## src/rtl/sram_arb_pkg.sv

```systemverilog
// Shared types and limits for the SRAM round-robin arbiter.
package sram_arb_pkg;

  localparam int unsigned MaxPorts = 8;
  localparam int unsigned CntWidth = 16;
  localparam int unsigned PortIdW  = $clog2(MaxPorts);

  // One entry of the single-stage response pipe.
  typedef struct packed {
    logic               valid;
    logic [PortIdW-1:0] port_id;
    logic               is_read;
    logic               err;
  } rsp_pipe_t;

endpackage

```

## src/rtl/rr_pick.sv

```systemverilog
// Combinational round-robin picker: first requester at or after ptr_i wins.
module rr_pick #(
  parameter int unsigned N  = 2,
  parameter int unsigned IW = (N > 1) ? $clog2(N) : 1
) (
  input  logic [N-1:0]  req_i,
  input  logic [IW-1:0] ptr_i,
  output logic [N-1:0]  gnt_o,
  output logic [IW-1:0] idx_o,
  output logic          any_o
);

  int unsigned cand;

  always_comb begin
    gnt_o = '0;
    idx_o = '0;
    any_o = 1'b0;
    cand  = 0;
    for (int unsigned k = 0; k < N; k++) begin
      // ptr_i is always < N, so a single subtract wraps the scan.
      cand = 32'(ptr_i) + k;
      if (cand >= N) begin
        cand = cand - N;
      end
      if (!any_o && req_i[IW'(cand)]) begin
        any_o            = 1'b1;
        gnt_o[IW'(cand)] = 1'b1;
        idx_o            = IW'(cand);
      end
    end
  end

endmodule

```

## src/rtl/sram_rr_arbiter.sv

```systemverilog
// Round-robin arbiter sharing one single-port SRAM macro between N_PORTS requesters.
// Define SRAM_ARB_PERF_EN to add per-port stall counters (stall_cnt_o, stall_clr_i).
module sram_rr_arbiter
  import sram_arb_pkg::*;
#(
  parameter int unsigned N_PORTS         = 2,
  parameter int unsigned SRAM_WORD_DEPTH = 512,
  parameter int unsigned SRAM_BLOCK_SIZE = 4,
  parameter int unsigned ADDR_WIDTH      = 16,
  localparam int unsigned AW             = $clog2(SRAM_WORD_DEPTH),
  localparam int unsigned DW             = 8 * SRAM_BLOCK_SIZE,
  localparam int unsigned PW             = $clog2(N_PORTS)
) (
  input  logic                            clk_i,
  input  logic                            rst_i,
`ifdef SRAM_ARB_PERF_EN
  input  logic                            stall_clr_i,
  output logic [N_PORTS*CntWidth-1:0]     stall_cnt_o,
`endif
  input  logic [N_PORTS-1:0]              req_valid_i,
  output logic [N_PORTS-1:0]              req_ready_o,
  input  logic [N_PORTS-1:0]              req_we_i,
  input  logic [N_PORTS*ADDR_WIDTH-1:0]   req_addr_i,
  input  logic [N_PORTS*DW-1:0]           req_wdata_i,
  input  logic [N_PORTS*SRAM_BLOCK_SIZE-1:0] req_wstrb_i,
  output logic [N_PORTS-1:0]              rsp_valid_o,
  output logic [DW-1:0]                   rsp_rdata_o,
  output logic                            rsp_err_o,
  output logic                            sram_en_o,
  output logic                            sram_we_o,
  output logic [AW-1:0]                   sram_addr_o,
  output logic [DW-1:0]                   sram_wdata_o,
  output logic [SRAM_BLOCK_SIZE-1:0]      sram_wstrb_o,
  input  logic [DW-1:0]                   sram_rdata_i
);

  localparam int unsigned CmpW = ADDR_WIDTH + 1;

  logic [PW-1:0]              ptr_q, ptr_d, win_idx;
  logic [N_PORTS-1:0]         req_gated, gnt;
  logic                       accept, win_we, in_range;
  logic [ADDR_WIDTH-1:0]      win_addr;
  logic [DW-1:0]              win_wdata;
  logic [SRAM_BLOCK_SIZE-1:0] win_wstrb;
  rsp_pipe_t                  rsp_q, rsp_d;

  // Nothing is granted while reset is held.
  assign req_gated = rst_i ? '0 : req_valid_i;

  rr_pick #(
    .N  (N_PORTS),
    .IW (PW)
  ) u_pick (
    .req_i (req_gated),
    .ptr_i (ptr_q),
    .gnt_o (gnt),
    .idx_o (win_idx),
    .any_o (accept)
  );

  assign req_ready_o = gnt;

  always_comb begin
    win_we    = 1'b0;
    win_addr  = '0;
    win_wdata = '0;
    win_wstrb = '0;
    for (int unsigned i = 0; i < N_PORTS; i++) begin
      if (gnt[i]) begin
        win_we    = req_we_i[i];
        win_addr  = req_addr_i[i*ADDR_WIDTH +: ADDR_WIDTH];
        win_wdata = req_wdata_i[i*DW +: DW];
        win_wstrb = req_wstrb_i[i*SRAM_BLOCK_SIZE +: SRAM_BLOCK_SIZE];
      end
    end
  end

  // Widen by one bit so a depth equal to 2**ADDR_WIDTH still compares correctly.
  assign in_range = ({1'b0, win_addr} < CmpW'(SRAM_WORD_DEPTH));

  assign sram_en_o    = accept & in_range;
  assign sram_we_o    = accept & in_range & win_we;
  assign sram_addr_o  = win_addr[AW-1:0];
  assign sram_wdata_o = win_wdata;
  assign sram_wstrb_o = win_wstrb;

  always_comb begin
    ptr_d = ptr_q;
    if (accept) begin
      ptr_d = (win_idx == PW'(N_PORTS - 1)) ? '0 : win_idx + PW'(1);
    end
  end

  always_comb begin
    rsp_d         = '0;
    rsp_d.valid   = accept;
    rsp_d.port_id = PortIdW'(win_idx);
    rsp_d.is_read = accept & ~win_we;
    rsp_d.err     = accept & ~in_range;
  end

  always_ff @(posedge clk_i) begin
    if (rst_i) begin
      ptr_q <= '0;
      rsp_q <= '0;
    end else begin
      ptr_q <= ptr_d;
      rsp_q <= rsp_d;
    end
  end

  always_comb begin
    rsp_valid_o = '0;
    for (int unsigned i = 0; i < N_PORTS; i++) begin
      rsp_valid_o[i] = rsp_q.valid && (rsp_q.port_id == PortIdW'(i));
    end
  end

  assign rsp_err_o = rsp_q.err;

  // Macro read data lands in the response cycle; mask it for writes and errors.
  assign rsp_rdata_o = (rsp_q.valid && rsp_q.is_read && !rsp_q.err) ? sram_rdata_i : '0;

`ifdef SRAM_ARB_PERF_EN
  logic [N_PORTS-1:0][CntWidth-1:0] stall_cnt_q, stall_cnt_d;

  always_comb begin
    stall_cnt_d = stall_cnt_q;
    for (int unsigned i = 0; i < N_PORTS; i++) begin
      if (req_valid_i[i] && !req_ready_o[i] && (stall_cnt_q[i] != '1)) begin
        stall_cnt_d[i] = stall_cnt_q[i] + CntWidth'(1);
      end
    end
  end

  always_ff @(posedge clk_i) begin
    if (rst_i || stall_clr_i) begin
      stall_cnt_q <= '0;
    end else begin
      stall_cnt_q <= stall_cnt_d;
    end
  end

  assign stall_cnt_o = stall_cnt_q;
`endif

endmodule

```

## config.mk

```make
export PLATFORM = sky130hd
export DESIGN_NAME = sram_rr_arbiter
export DESIGN_NICKNAME = d
export VERILOG_FILES = /design/src/rtl/sram_arb_pkg.sv /design/src/rtl/rr_pick.sv /design/src/rtl/sram_rr_arbiter.sv
export SDC_FILE = /design/constraint.sdc
export NUM_CORES = 1
export LEC_CHECK = 0
export CORE_AREA = 2 2 88 90
export DETAILED_ROUTE_END_ITERATION = 16
export DIE_AREA = 0 0 90 92
export GPL_ROUTABILITY_DRIVEN = 0
export GPL_TIMING_DRIVEN = 0
export PLACE_DENSITY = 0.72
export SLEW_MARGIN = 10
export SYNTH_ARGS = -nofsm -noshare
export SYNTH_HDL_FRONTEND = slang
export SYNTH_HIERARCHICAL = 1
export SYNTH_SLANG_ARGS = --single-unit
```

## constraint.sdc

```tcl
create_clock -name clk_i -period 2.1 [get_ports clk_i]
set_clock_uncertainty 0.05 [all_clocks]
set_input_delay 0.525 -clock clk_i [delete_from_list [all_inputs] [get_ports clk_i]]
set_output_delay 0.525 -clock clk_i [all_outputs]
set_load 0.02 [all_outputs]
```

# Word level (Yosys, flattened, before mapping)
# Index checks and enable logic that the tools add are counted.
# op_classes
add_sub_neg	4
order_cmp	7
eq_ne	1
muxes	27
bitwise_logic	7
n_reduce_logical	10
# ops
operator	n
$mux 32	3
$mux 16	2
$lt 16x10->1 const B	1
$mux 1	15
$mux 4	2
$logic_and 1x1->1	7
$mux 2	3
$and 1x1->1	4
$lt 1x2->1 const B	2
$eq 3x1->1 const B	1
$logic_not 3->1	1
$add 1x1->2 const B	1
$demux 1 s1	2
$ge 1x1->1 const B	2
$ge 1x2->1 const B	1
$ge 2x2->1 const B	1
$logic_not 1->1	2
$not 1->1	2
$or 2x2->2	1
$sub 1x1->1 const B	2
$add 1x1->1 const B	1
# totals
register_bits	7
in_bits	142
out_inout_bits	84

# Logic depth before layout (Yosys ltp)
# Gate-level depths: netlist of the first run.
# depth
ltp_word	14
depth_mapped	6
depth_no_buf	5

# By module
# The synthesis of the first run kept the hierarchy.
# modules_own_cells
module	instances	cells_each	area_per_inst_um2
sram_rr_arbiter	1	119	930.9
rr_pick	1	5	32.5

# Worst setup path before layout of the first run
# No wires, ideal clock.
# synth_timing
path_kind	input -> output
startpoint	input port req_valid_i[1]
endpoint	output port sram_en_o
arrival_ns	2.178
slack_ns	-0.653
cell_stages	6
path_buffers	1
cell_sequence	nor2b_1 -> a21boi_1 -> nor2b_1 -> buf_2 -> a21boi_4 -> nor3b_1
# synth_via
elab_cells_between_ends	16
# synth_lines
item	line	source
start, declared	sram_rr_arbiter.sv:20	input logic [N_PORTS-1:0] req_valid_i,
$mux 2 *	sram_rr_arbiter.sv:48	assign req_gated = rst_i ? '0 : req_valid_i;
$mux 1 (implied by the code) (2 in series)	rr_pick.sv:26	if (!any_o && req_i[IW'(cand)]) begin
$mux 1	rr_pick.sv:26	
$logic_not 1->1	rr_pick.sv:26	
$logic_and 1x1->1	rr_pick.sv:26	
$mux 2 *	rr_pick.sv:26	
net req_ready_o[1]	sram_rr_arbiter.sv:21	output logic [N_PORTS-1:0] req_ready_o,
$mux 16 *	sram_rr_arbiter.sv:69	if (gnt[i]) begin
$lt 16x10->1 *	sram_rr_arbiter.sv:79	assign in_range = ({1'b0, win_addr} < CmpW'(SRAM_WORD_DEPTH));
$and 1x1->1 *	sram_rr_arbiter.sv:81	assign sram_en_o = accept & in_range;
end, declared	sram_rr_arbiter.sv:29	output logic sram_en_o,
# Mark *: on every way through the listed nets, which the timed path passes. The rest lies on a longest branch. The select of a mux whose other input is x is not followed.

# Worst setup path after layout of the first run
# layout_timing
startpoint	input port req_valid_i[0]
endpoint	output port sram_we_o
# layout_via
elab_chain_cells	12
elab_cells_between_ends	19
# layout_rtl
item	line	source
$mux 2 *	sram_rr_arbiter.sv:48	
net req_gated[0]	sram_rr_arbiter.sv:40	logic [N_PORTS-1:0] req_gated, gnt;
$mux 1 (implied by the code) (2 in series)	rr_pick.sv:26	
$mux 1	rr_pick.sv:26	
$logic_not 1->1	rr_pick.sv:26	
$logic_and 1x1->1	rr_pick.sv:26	
$mux 2	rr_pick.sv:26	
$mux 16 (2 in series)	sram_rr_arbiter.sv:69	
$lt 16x10->1	sram_rr_arbiter.sv:79	
$and 1x1->1	sram_rr_arbiter.sv:82	assign sram_we_o = accept & in_range & win_we;
$and 1x1->1 *	sram_rr_arbiter.sv:82	
end, declared	sram_rr_arbiter.sv:30	output logic sram_we_o,
# Marked as above.

==> results of run 1 <==
-- critical path: stages --
cell and delay (ns):
sky130_fd_sc_hd__buf_6 0.09, sky130_fd_sc_hd__nor2b_4 0.13, sky130_fd_sc_hd__buf_12 0.12, sky130_fd_sc_hd__a21boi_4 0.18, sky130_fd_sc_hd__nor2b_4 0.07, sky130_fd_sc_hd__buf_6 0.13, sky130_fd_sc_hd__a21boi_4 0.16, sky130_fd_sc_hd__nor4b_4 0.27
sky130_fd_sc_hd__buf_4 0.19
-- cells in the final DEF, fill, tap and decap left out, types with 2 or more instances in the layout --
cell type | Yosys | final
sky130_fd_sc_hd__buf_8 | 0 | 7
sky130_fd_sc_hd__clkbuf_4 | 0 | 2
sky130_fd_sc_hd__nand2_1 | 3 | 2
sky130_fd_sc_hd__nor4_4 | 1 | 2
sky130_fd_sc_hd__clkbuf_16 | 0 | 3
sky130_fd_sc_hd__clkbuf_8 | 0 | 3
sky130_fd_sc_hd__dlygate4sd2_1 | 0 | 12
sky130_fd_sc_hd__buf_2 | 11 | 2
sky130_fd_sc_hd__and2_1 | 34 | 34
sky130_fd_sc_hd__buf_4 | 0 | 14
sky130_fd_sc_hd__clkdlybuf4s15_1 | 0 | 20
sky130_fd_sc_hd__buf_6 | 0 | 52
sky130_fd_sc_hd__dfxtp_1 | 5 | 5
sky130_fd_sc_hd__a22o_1 | 44 | 24
sky130_fd_sc_hd__clkdlybuf4s50_1 | 0 | 137
sky130_fd_sc_hd__nor3_2 | 0 | 2
sky130_fd_sc_hd__a21boi_4 | 1 | 4
sky130_fd_sc_hd__nor2b_4 | 0 | 3
sky130_fd_sc_hd__buf_12 | 0 | 3
sky130_fd_sc_hd__a22o_4 | 0 | 20
sky130_fd_sc_hd__dlymetal6s2s_1 | 0 | 4
sky130_fd_sc_hd__nor2b_1 | 6 | 3
-- power groups by stage --
stage,clock network [uW],logic (uW),registers (uW)
2_1_floorplan,0,277,107
3_3_place_gp,0,734,107
3_5_place_dp,0,741,107
4_1_cts,181,808,106
5_1_grt,185,882,106
6_report,176,837,106
-- repair_timing --
action | in CTS | in global routing
setup buffers | 14 | 6
pin swaps | 6 | 10
resized for setup | 351 | 58
cloned | 3 | 3
endpoints found under the setup margin | 83 | 76
-- how the worst min path moves through the flow --
stage               startpoint  endpoint  slack [ns]  cells past startpoint
finish                   ptr_q     ptr_q        0.52                      2
global placement         ptr_q     ptr_q        0.49                      2
detailed placement       ptr_q     ptr_q        0.53                      2
CTS                      ptr_q     ptr_q        0.53                      2
global route             rst_i  rsp_q[2]        0.55                      3
floorplan                ptr_q     ptr_q        0.47                      2
-- per-layer routing --
layer	vias to the layer above	share of wire (%)	track usage, %
li1	963	-	-
met1	921	31	15.3
met2	146	57	34.6
met3	10	10	5.92
met4	0	1.4	3.85
met5	-	0	0
-- cells by family after synthesis --
group / Yosys count / share of synthesized area, %
AND/OR/NAND/NOR: 52 / 34.8
buffers and inverters: 14 / 6.88
flip-flops: 5 / 10.4
AO/OA/AOI/OAI: 53 / 47.9
-- flip-flops by register name (all words and copies together), names as in the netlist --
signal	count
rsp_q	3
ptr_q	1
rsp_err_o	1
-- cell usage after synthesis, types with 2 or more instances --
master,instances
sky130_fd_sc_hd__a21boi_1,4
sky130_fd_sc_hd__a22o_1,44
sky130_fd_sc_hd__and2_1,34
sky130_fd_sc_hd__buf_2,11
sky130_fd_sc_hd__clkbuf_1,2
sky130_fd_sc_hd__dfxtp_1,5
sky130_fd_sc_hd__nand2_1,3
sky130_fd_sc_hd__nor2_1,2
sky130_fd_sc_hd__nor2b_1,6
sky130_fd_sc_hd__nor3_1,2
-- metrics by stage --
step                cells  TNS [ns]  power, uW
detailed placement    451    -72.52        847
global placement      451    -71.15        840
floorplan             124     -7.40        384
global route          474    -13.66       1170
finish                474    -11.55       1120
CTS                   471    -12.93       1090
-- area by class of cell --
class	count	area (um^2)	area share, %
repair buffers	246	2550	62.8
flip-flops and latches	5	100	2.47
clock buffers	4	45.0	1.11
multi-input cells	105	1090	26.8
plain buffers	11	141	3.49
inverters	1	3.75	0.0926
well taps	102	128	3.15
==> flow_results.xml, run 1 <==
<?xml version="1.0" encoding="UTF-8"?>
<metrics>
  <group name="drt">
    <metric name="wl_per_cell" unit="um">15.7</metric>
    <metric name="routed_via_density" unit="">4.30</metric>
    <metric name="drt-total-wl" unit="um">7430</metric>
    <metric name="detail_route.drc_violations" unit="">0</metric>
    <metric name="drt-pass1-iter-count" unit="">4</metric>
    <metric name="antenna_violating_nets_left" unit="">0</metric>
    <metric name="count_of_routing_violations_after_the_opening_detailed_route_iteration" unit="">18</metric>
    <metric name="routed-via-count" unit="">2040</metric>
  </group>
  <group name="floorplan">
    <metric name="design.die.area" unit="um^2">8280</metric>
    <metric name="io_pins" unit="">226</metric>
    <metric name="initial_core_util" unit="%">12.9</metric>
    <metric name="chipWidth" unit="um">90</metric>
    <metric name="dieHeight" unit="um">92</metric>
    <metric name="core_area" unit="um^2">7450</metric>
    <metric name="row_count" unit="">32</metric>
  </group>
  <group name="pwr">
    <metric name="intPower" unit="uW">763</metric>
    <metric name="peakVddDrop" unit="V">0.000128</metric>
    <metric name="power_frac_seq" unit="%">9.4</metric>
    <metric name="switching_power" unit="uW">356</metric>
    <metric name="power_density_over_the_cells" unit="nW/um^2">276</metric>
    <metric name="swShare" unit="%">31.8</metric>
    <metric name="cellLeakagePower" unit="uW">0.00183</metric>
    <metric name="share_of_power_burned_in_combinational_logic" unit="%">74.8</metric>
    <metric name="share_of_total_power_in_the_clock_network" unit="%">15.7</metric>
  </group>
  <group name="synthesis">
    <metric name="synthDistinctLibCells" unit="">21</metric>
    <metric name="postSynth.topFlopCell" unit="">sky130_fd_sc_hd__dfxtp_1</metric>
    <metric name="syn-cell-area" unit="um^2">963</metric>
    <metric name="postSynthRegisterBits" unit="">5</metric>
    <metric name="ys_top_cells_by_area" unit="">sky130_fd_sc_hd__a22o_1 (40%), sky130_fd_sc_hd__and2_1 (22%), sky130_fd_sc_hd__dfxtp_1 (10%), sky130_fd_sc_hd__buf_2 (5.7%), sky130_fd_sc_hd__nor2b_1 (3.9%)</metric>
    <metric name="avgSynthCellArea" unit="um^2">7.77</metric>
    <metric name="synthesis.nets" unit="">266</metric>
    <metric name="netlist_instances" unit="">124</metric>
    <metric name="synth_top_area_share" unit="%">40.0</metric>
    <metric name="ys_warn_count" unit="">6</metric>
    <metric name="yosys.area.top_type" unit="">sky130_fd_sc_hd__a22o_1</metric>
    <metric name="yosysSeqAreaShare" unit="%">10.4</metric>
    <metric name="number_of_flops_mapped_to_enable_cells_by_yosys" unit="">0</metric>
    <metric name="async_reset_ff_share" unit="%">0</metric>
  </group>
  <group name="placed_design">
    <metric name="place.port_buffers" unit="">225</metric>
    <metric name="hpwl_reported_at_the_end_of_detailed_placement" unit="um">6290</metric>
    <metric name="dp_slack" unit="ns">-1.47</metric>
    <metric name="postPlaceCellArea" unit="um^2">3600</metric>
  </group>
  <group name="setup_path">
    <metric name="reg2reg_to" unit="">rsp_err_o</metric>
    <metric name="criticalPathCategory" unit="">in2out</metric>
    <metric name="crit_required" unit="ns">1.52</metric>
    <metric name="worstReg2RegStart" unit="">ptr_q</metric>
    <metric name="ff2ff_setup_slack" unit="ns">0.62</metric>
    <metric name="worst_setup_path_endpoint" unit="">sram_we_o</metric>
    <metric name="element_type_at_the_critical_path_end" unit="">output pin</metric>
    <metric name="critPathMaxFanout" unit="">6</metric>
    <metric name="cp.arrival" unit="ns">1.87</metric>
    <metric name="critical_path.startpoint" unit="">req_valid_i[0]</metric>
    <metric name="r2r.worst_path.cells" unit="">6</metric>
    <metric name="worstSetupStartpointType" unit="">input port</metric>
  </group>
  <group name="clocking">
    <metric name="ctsHtreeMaxLevel" unit="">1</metric>
    <metric name="clock_tree.buffer_depth" unit="">2</metric>
    <metric name="cts_tree" unit="">yes</metric>
    <metric name="clkTransAtPathRegs" unit="ns">0.03</metric>
    <metric name="cts_num_sinks" unit="">5</metric>
    <metric name="clkLatencyLatePin" unit="ns">0.22</metric>
    <metric name="cts_root_buffer" unit="">sky130_fd_sc_hd__clkbuf_8</metric>
    <metric name="numCtsBuffers" unit="">3</metric>
    <metric name="post_cts_hold_buffer_count" unit="">0</metric>
  </group>
  <group name="layout">
    <metric name="antenna_cells" unit="">0</metric>
    <metric name="finish.instance_area" unit="um^2">4050</metric>
    <metric name="post-route-util" unit="%">54.4</metric>
    <metric name="nNetsFinal" unit="">515</metric>
    <metric name="post_route_cells_drive_above_1_share" unit="%">33.3</metric>
    <metric name="area.growth.synth_to_final" unit="%">321</metric>
    <metric name="layout.filler_cells" unit="">695</metric>
  </group>
  <group name="timing">
    <metric name="finalHoldViolations" unit="">0</metric>
    <metric name="setup_ws" unit="ns">-0.341</metric>
    <metric name="holdWs" unit="ns">0.524</metric>
    <metric name="finalWorstPathRequiredPeriod" unit="ns">2.44</metric>
    <metric name="slew_violations" unit="">0</metric>
    <metric name="final_min_period_over_clock_period" unit="%">116</metric>
    <metric name="setup_violations" unit="">47</metric>
    <metric name="maxSlewHeadroom" unit="%">81.1</metric>
    <metric name="grt_setup_unrepaired" unit="">true</metric>
    <metric name="achievable-frequency" unit="MHz">410</metric>
    <metric name="worstMarginPinSlew" unit="ns">0.282</metric>
  </group>
  <group name="global_routing">
    <metric name="antenna_violations_before_repair" unit="">1</metric>
    <metric name="grt_start_max_net_pins" unit="">11</metric>
    <metric name="vias_in_the_first_global_route" unit="">2128</metric>
    <metric name="grt.total_usage" unit="%">16.7</metric>
    <metric name="first_pass_grt_wire_length" unit="um">10900</metric>
    <metric name="grt_overflow_total" unit="">0</metric>
  </group>
  <group name="status">
    <metric name="failing_checks" unit="">negative setup slack</metric>
    <metric name="status" unit="">complete, but fails checks</metric>
  </group>
  <group name="run">
    <metric name="count_of_maximum_capacitance_violations" unit="">0</metric>
  </group>
  <group name="min_path">
    <metric name="min-delay-path-class" unit="">reg2reg</metric>
  </group>
</metrics>
Power figures use the tool's default switching activity.
==> inputs of run 2 (changes only) <==
--- a/config.mk
+++ b/config.mk
@@ -10,7 +10,7 @@
 export DIE_AREA = 0 0 90 92
 export GPL_ROUTABILITY_DRIVEN = 0
 export GPL_TIMING_DRIVEN = 0
-export PLACE_DENSITY = 0.72
+export PLACE_DENSITY = 0.67
 export SLEW_MARGIN = 10
 export SYNTH_ARGS = -nofsm -noshare
 export SYNTH_HDL_FRONTEND = slang
==> run 2 against run 1 <==
Largest power group unchanged. Maximum frequency fell by 1.4%. Sequential share of layout area grew 0.10 points. Register-to-register slack about the same. Hold slack lost 0.011 ns. The flow still finishes with violations (negative setup slack). Cell count rose by 1.1%. Clock-buffer cell count did not move. Setup slack got worse by 0.034 ns. Sequential cell count is the same.
==> flow_results.xml, run 2 (same netlist as run 1, synthesis figures left out) <==
<?xml version="1.0" encoding="UTF-8"?>
<metrics>
  <group name="status">
    <metric name="status" unit="">complete, but fails checks</metric>
    <metric name="failing_checks" unit="">negative setup slack</metric>
  </group>
  <group name="clocking">
    <metric name="cts_root_buffer" unit="">sky130_fd_sc_hd__clkbuf_8</metric>
    <metric name="clkLatencyLatePin" unit="ns">0.22</metric>
    <metric name="clkTransAtPathRegs" unit="ns">0.03</metric>
    <metric name="numCtsBuffers" unit="">3</metric>
    <metric name="cts_num_sinks" unit="">5</metric>
    <metric name="cts_tree" unit="">yes</metric>
    <metric name="ctsHtreeMaxLevel" unit="">1</metric>
    <metric name="clock_tree.buffer_depth" unit="">2</metric>
  </group>
  <group name="placed_design">
    <metric name="hpwl_reported_at_the_end_of_detailed_placement" unit="um">5880</metric>
    <metric name="dp_slack" unit="ns">-1.47</metric>
    <metric name="place.port_buffers" unit="">225</metric>
    <metric name="postPlaceCellArea" unit="um^2">3600</metric>
  </group>
  <group name="layout">
    <metric name="area.growth.synth_to_final" unit="%">304</metric>
    <metric name="layout_common_cells" unit="">sky130_fd_sc_hd__clkdlybuf4s50_1 (138), sky130_fd_sc_hd__and2_1 (34), sky130_fd_sc_hd__buf_4 (26)</metric>
    <metric name="largest_register_ffs" unit="">3</metric>
    <metric name="finish.instance_area" unit="um^2">3890</metric>
    <metric name="post_route_cells_drive_above_1_share" unit="%">37.2</metric>
    <metric name="nNetsFinal" unit="">519</metric>
    <metric name="leading_cell_type_in_the_layout_fill_and_taps_excluded" unit="">sky130_fd_sc_hd__clkdlybuf4s50_1</metric>
    <metric name="largest-register" unit="">rsp_q</metric>
  </group>
  <group name="timing">
    <metric name="final_min_period_over_clock_period" unit="%">118</metric>
    <metric name="setup_ws" unit="ns">-0.375</metric>
    <metric name="grt_setup_unrepaired" unit="">true</metric>
    <metric name="finalHoldViolations" unit="">0</metric>
    <metric name="achievable-frequency" unit="MHz">404</metric>
    <metric name="finalWorstPathRequiredPeriod" unit="ns">2.48</metric>
    <metric name="setup_total_negative_slack" unit="ns">-13.51</metric>
    <metric name="worstMarginPinSlew" unit="ns">0.330</metric>
    <metric name="maxSlewHeadroom" unit="%">77.8</metric>
    <metric name="slew_violations" unit="">0</metric>
    <metric name="setup_violations" unit="">47</metric>
  </group>
  <group name="setup_path">
    <metric name="worstSetupStartpointType" unit="">input port</metric>
    <metric name="cp.arrival" unit="ns">1.90</metric>
    <metric name="cp_slowest_stage_delay" unit="ns">0.27</metric>
    <metric name="critPathMostFrequentCell" unit="">sky130_fd_sc_hd__buf_6</metric>
    <metric name="crit_required" unit="ns">1.52</metric>
    <metric name="crit_slowest_cell" unit="">sky130_fd_sc_hd__nor2b_4</metric>
    <metric name="element_type_at_the_critical_path_end" unit="">output pin</metric>
    <metric name="ff2ff_setup_slack" unit="ns">0.63</metric>
    <metric name="cells_traversed_along_the_worst_timing_path" unit="">buf_6 -&gt; nor2b_4 -&gt; buf_6 -&gt; a21boi_4 -&gt; nor2b_4 -&gt; buf_4 -&gt; buf_6 -&gt; a22o_4 -&gt; clkdlybuf4s15_2</metric>
    <metric name="criticalPathCategory" unit="">in2out</metric>
    <metric name="critPathMaxFanout" unit="">10</metric>
  </group>
  <group name="floorplan">
    <metric name="row_count" unit="">32</metric>
    <metric name="design.die.area" unit="um^2">8280</metric>
    <metric name="io_pins" unit="">226</metric>
    <metric name="initial_core_util" unit="%">12.9</metric>
    <metric name="core_area" unit="um^2">7450</metric>
    <metric name="dieHeight" unit="um">92</metric>
    <metric name="chipWidth" unit="um">90</metric>
  </group>
  <group name="drt">
    <metric name="drt-pass1-iter-count" unit="">4</metric>
    <metric name="count_of_routing_violations_after_the_opening_detailed_route_iteration" unit="">16</metric>
    <metric name="antenna_violating_nets_left" unit="">0</metric>
    <metric name="routed_via_density" unit="">4.26</metric>
    <metric name="routed-via-count" unit="">2041</metric>
    <metric name="detail_route.drc_violations" unit="">0</metric>
    <metric name="wl_per_cell" unit="um">14.4</metric>
    <metric name="drt-total-wl" unit="um">6880</metric>
  </group>
  <group name="global_routing">
    <metric name="vias_in_the_first_global_route" unit="">2007</metric>
    <metric name="grt_start_max_net_pins" unit="">11</metric>
    <metric name="grtUsageMet1" unit="%">13.7</metric>
    <metric name="groute.layer.met3.usage" unit="%">6.41</metric>
    <metric name="antenna_violations_before_repair" unit="">1</metric>
    <metric name="first_pass_grt_wire_length" unit="um">9980</metric>
    <metric name="grt.total_usage" unit="%">15.1</metric>
    <metric name="grt_busiest_layer" unit="">met2</metric>
    <metric name="grt_overflow_total" unit="">0</metric>
    <metric name="use_met2" unit="%">30.2</metric>
  </group>
  <group name="pwr">
    <metric name="power_density_over_the_cells" unit="nW/um^2">274</metric>
    <metric name="cellLeakagePower" unit="uW">0.00175</metric>
    <metric name="peakVddDrop" unit="V">0.000137</metric>
  </group>
  <group name="run">
    <metric name="count_of_maximum_capacitance_violations" unit="">0</metric>
  </group>
  <group name="min_path">
    <metric name="min-delay-path-class" unit="">reg2reg</metric>
  </group>
</metrics>
==> run 2: per-stage QoR <==
step	hold WS (ns)	cells	util (%)	total power (uW)
6_report	0.513	479	52.2	1060
5_1_grt	0.522	478	52.2	1120
4_1_cts	0.510	471	51.3	1050
3_5_place_dp	0.510	451	48.3	840
3_3_place_gp	0.486	451	48.3	834
2_1_floorplan	0.470	124	-	384
==> run 2: critical path: cells and delay by family <==
| family | cells | cell delay [ns] |
|---|---|---|
| and+or+nand+nor | 2 | 0.39 |
| AOI/OAI and AO/OA | 2 | 0.23 |
| buffers and inverters | 5 | 0.75 |
==> run 2: cell type report <==
type                    instances  area [um^2]
fillers                       720         3560
repair buffers                249         2380
multi-input cells             105         1070
plain buffers                  12          163
well taps                     102          128
flip-flops and latches          5          100
clock buffers                   4         45.0
inverters                       1         3.75
diodes                          1         2.50
==> run 2: path summary, 6_finish.rpt <==
path,to,start,cells past startpoint
setup / recovery,sram_wdata_o[20],req_valid_i[1],9
hold / removal,ptr_q,ptr_q,2
setup reg to reg,rsp_q[1],ptr_q,6
hold reg to reg,ptr_q,ptr_q,2
==> run 2: where the power goes <==
group          switching [uW]  internal [uW]  leakage (uW)  total [uW]
clock                    50.6            131     0.0000228         181
sequential               4.20            102     0.0000413         106
combinational             285            493       0.00168         778
total                     340            725       0.00175        1060
==> run 2: repair_timing <==
action,CTS,global route
hold buffers,0,0
setup endpoints to repair,83,79
gates resized for setup,271,65
pin swaps,7,5
cloned,1,2
buffers inserted,15,7
==> run 2: routing by layer <==
metal / up-vias / wire length [um]
li1: 973 / -
met1: 910 / 2250
met2: 147 / 3660
met3: 11 / 816
met4: 0 / 148
met5: - / 0
==> inputs of run 3 (changes only) <==
==> constraint.sdc (replaced) <==
create_clock -name clk_i -period 2.1 [get_ports clk_i]
set_clock_uncertainty 0.05 [all_clocks]
set_input_delay 0.525 -clock clk_i [delete_from_list [all_inputs] [get_ports clk_i]]
set_output_delay 0.525 -clock clk_i [all_outputs]
set_load 0.05 [all_outputs]
==> run 3 against run 2 <==
The run still ends with negative setup slack left. Cell count down 1.3%. Sequential power about the same. Maximum frequency decreased by 0.71%. Clock power down 3%. Core utilization grew 3.2 points. Setup slack got worse by 0.018 ns. Sequential cell count stayed put. Critical endpoint is now sram_wstrb_o[2].
==> flow_results.xml, run 3 (same netlist as run 1, synthesis figures left out) <==
<?xml version="1.0" encoding="UTF-8"?>
<metrics>
  <group name="layout">
    <metric name="leading_cell_type_in_the_layout_fill_and_taps_excluded" unit="">sky130_fd_sc_hd__clkdlybuf4s50_1</metric>
    <metric name="antenna_cells" unit="">0</metric>
    <metric name="post-route-util" unit="%">55.5</metric>
    <metric name="nNetsFinal" unit="">514</metric>
    <metric name="layout_common_cells" unit="">sky130_fd_sc_hd__clkdlybuf4s50_1 (140), sky130_fd_sc_hd__buf_6 (42), sky130_fd_sc_hd__a22o_4 (41)</metric>
    <metric name="largest_register_ffs" unit="">3</metric>
    <metric name="area.growth.synth_to_final" unit="%">329</metric>
    <metric name="largest-register" unit="">rsp_q</metric>
    <metric name="post_route_cells_drive_above_1_share" unit="%">47.2</metric>
    <metric name="layout.filler_cells" unit="">677</metric>
  </group>
  <group name="clocking">
    <metric name="clock_tree.buffer_depth" unit="">2</metric>
    <metric name="clkLatencyLatePin" unit="ns">0.22</metric>
    <metric name="cts_tree" unit="">yes</metric>
    <metric name="cts_root_buffer" unit="">sky130_fd_sc_hd__clkbuf_8</metric>
    <metric name="cts_num_sinks" unit="">5</metric>
    <metric name="post_cts_hold_buffer_count" unit="">0</metric>
    <metric name="ctsHtreeMaxLevel" unit="">1</metric>
    <metric name="clkTransAtPathRegs" unit="ns">0.04</metric>
    <metric name="numCtsBuffers" unit="">3</metric>
  </group>
  <group name="setup_path">
    <metric name="ff2ff_setup_slack" unit="ns">0.58</metric>
    <metric name="r2r.worst_path.cells" unit="">6</metric>
    <metric name="reg2reg_to" unit="">rsp_err_o</metric>
    <metric name="worstReg2RegStart" unit="">ptr_q</metric>
    <metric name="cp.arrival" unit="ns">1.92</metric>
    <metric name="worstSetupStartpointType" unit="">input port</metric>
    <metric name="element_type_at_the_critical_path_end" unit="">output pin</metric>
    <metric name="critPathMaxFanout" unit="">10</metric>
    <metric name="crit_required" unit="ns">1.52</metric>
    <metric name="criticalPathCategory" unit="">in2out</metric>
  </group>
  <group name="pwr">
    <metric name="switching_power" unit="uW">543</metric>
    <metric name="share_of_total_power_in_the_clock_network" unit="%">13.0</metric>
    <metric name="share_of_power_burned_in_combinational_logic" unit="%">79.2</metric>
    <metric name="intPower" unit="uW">806</metric>
    <metric name="power_frac_seq" unit="%">7.8</metric>
    <metric name="power_density_over_the_cells" unit="nW/um^2">327</metric>
    <metric name="peakVddDrop" unit="V">0.000188</metric>
    <metric name="cellLeakagePower" unit="uW">0.00191</metric>
    <metric name="swShare" unit="%">40.3</metric>
  </group>
  <group name="timing">
    <metric name="achievable-frequency" unit="MHz">401</metric>
    <metric name="holdWs" unit="ns">0.496</metric>
    <metric name="finalHoldViolations" unit="">0</metric>
    <metric name="worstMarginPinSlew" unit="ns">0.515</metric>
    <metric name="slew_violations" unit="">0</metric>
    <metric name="setup_violations" unit="">47</metric>
    <metric name="final_min_period_over_clock_period" unit="%">119</metric>
    <metric name="finalWorstPathRequiredPeriod" unit="ns">2.49</metric>
    <metric name="setup_total_negative_slack" unit="ns">-15.99</metric>
    <metric name="grt_setup_unrepaired" unit="">true</metric>
    <metric name="setup_ws" unit="ns">-0.393</metric>
    <metric name="maxSlewHeadroom" unit="%">65.6</metric>
  </group>
  <group name="min_path">
    <metric name="min_delay_worst_endpoint" unit="">ptr_q</metric>
    <metric name="min-delay-path-class" unit="">reg2reg</metric>
    <metric name="min-delay-start" unit="">ptr_q</metric>
    <metric name="worst_hold_path.num_cells" unit="">2</metric>
  </group>
  <group name="global_routing">
    <metric name="vias_in_the_first_global_route" unit="">2057</metric>
    <metric name="grt_start_max_net_pins" unit="">11</metric>
    <metric name="antenna_violations_before_repair" unit="">0</metric>
    <metric name="grt_overflow_total" unit="">0</metric>
    <metric name="grt.total_usage" unit="%">15.7</metric>
    <metric name="first_pass_grt_wire_length" unit="um">10500</metric>
  </group>
  <group name="placed_design">
    <metric name="dp_slack" unit="ns">-1.70</metric>
    <metric name="place.port_buffers" unit="">225</metric>
    <metric name="hpwl_reported_at_the_end_of_detailed_placement" unit="um">5970</metric>
  </group>
  <group name="floorplan">
    <metric name="core_area" unit="um^2">7450</metric>
    <metric name="design.die.area" unit="um^2">8280</metric>
    <metric name="dieHeight" unit="um">92</metric>
    <metric name="io_pins" unit="">226</metric>
    <metric name="row_count" unit="">32</metric>
    <metric name="initial_core_util" unit="%">12.9</metric>
    <metric name="chipWidth" unit="um">90</metric>
  </group>
  <group name="run">
    <metric name="count_of_maximum_capacitance_violations" unit="">0</metric>
  </group>
  <group name="drt">
    <metric name="count_of_routing_violations_after_the_opening_detailed_route_iteration" unit="">12</metric>
    <metric name="wl_met1" unit="um">2300</metric>
    <metric name="met3WireLength" unit="um">843</metric>
    <metric name="top_layer" unit="">met4</metric>
    <metric name="detail_route.drc_violations" unit="">0</metric>
    <metric name="routed_via_density" unit="">4.25</metric>
    <metric name="drt-pass1-iter-count" unit="">3</metric>
    <metric name="antenna_violating_nets_left" unit="">0</metric>
    <metric name="met2WireLength" unit="um">3750</metric>
    <metric name="routed-via-count" unit="">2009</metric>
    <metric name="wl_per_cell" unit="um">14.8</metric>
    <metric name="drt-total-wl" unit="um">6980</metric>
  </group>
  <group name="status">
    <metric name="status" unit="">complete, but fails checks</metric>
    <metric name="failing_checks" unit="">negative setup slack</metric>
  </group>
</metrics>
==> run 3: cell count changes in the layout (fill, tap and decap cells not counted), sizes merged <==
cell,before,now
buf,61,109
clkdlybuf4s15,28,3
clkbuf,23,7
dlygate4sd2,15,0
clkdlybuf4s50,138,140
diode,1,0
dlymetal6s2s,0,1
==> run 3: per-layer routing <==
metal	global-route usage [%]	vias up
met4	3.33	0
li1	-	961
met1	15.2	902
met2	30.9	138
met5	0	-
met3	6.74	8
==> run 3: worst max path at each step <==
stage	startpoint	endpoint	slack [ns]	cells past startpoint
2_1_floorplan	req_valid_i[0]	sram_we_o	-0.65	6
3_3_place_gp	rst_i	sram_wdata_o[8]	-1.67	6
3_5_place_dp	rst_i	sram_wdata_o[8]	-1.70	6
4_1_cts	rst_i	sram_we_o	-0.45	8
5_1_grt	rst_i	sram_wstrb_o[2]	-0.47	9
6_report	rst_i	sram_wstrb_o[2]	-0.39	9
==> run 3: area by class of cell <==
class | instances | area [um^2] | area share (%)
repair buffers | 246 | 2450 | 59.4
multi-input cells | 105 | 1260 | 30.6
plain buffers | 10 | 135 | 3.27
well taps | 102 | 128 | 3.09
flip-flops and latches | 5 | 100 | 2.42
clock buffers | 4 | 45.0 | 1.09
inverters | 1 | 3.75 | 0.0909
==> run 3: what timing repair did <==
action	in CTS	in global routing
pin swaps	4	5
buffers inserted	11	8
gates resized for setup	503	67
endpoints found under the setup margin	83	72
cloned	3	0
==> run 3: per-stage QoR <==
step                      cells  area [um^2]  total power [uW]
after global routing        473         4130              1410
after detailed placement    451         3760              1060
after floorplan             124         1380               600
after global placement      451         3760              1050
final                       473         4130              1350
after CTS                   469         4180              1350
==> run 3: worst max-delay path, cell delays in order <==
cell and delay, ns:
sky130_fd_sc_hd__buf_8 0.11, sky130_fd_sc_hd__nor2b_4 0.13, sky130_fd_sc_hd__a21boi_4 0.28, sky130_fd_sc_hd__nor2b_4 0.08
sky130_fd_sc_hd__buf_8 0.14, sky130_fd_sc_hd__buf_4 0.14, sky130_fd_sc_hd__buf_12 0.14, sky130_fd_sc_hd__a22o_4 0.22
sky130_fd_sc_hd__buf_8 0.15
==> run 3: power groups by stage <==
stage / Combinational (uW) / Clock [uW] / Sequential [uW]
2_1_floorplan: 491 / 0 / 109
3_3_place_gp: 943 / 0 / 107
3_5_place_dp: 949 / 0 / 107
4_1_cts: 1060 / 181 / 105
5_1_grt: 1110 / 190 / 106
6_report: 1070 / 176 / 105
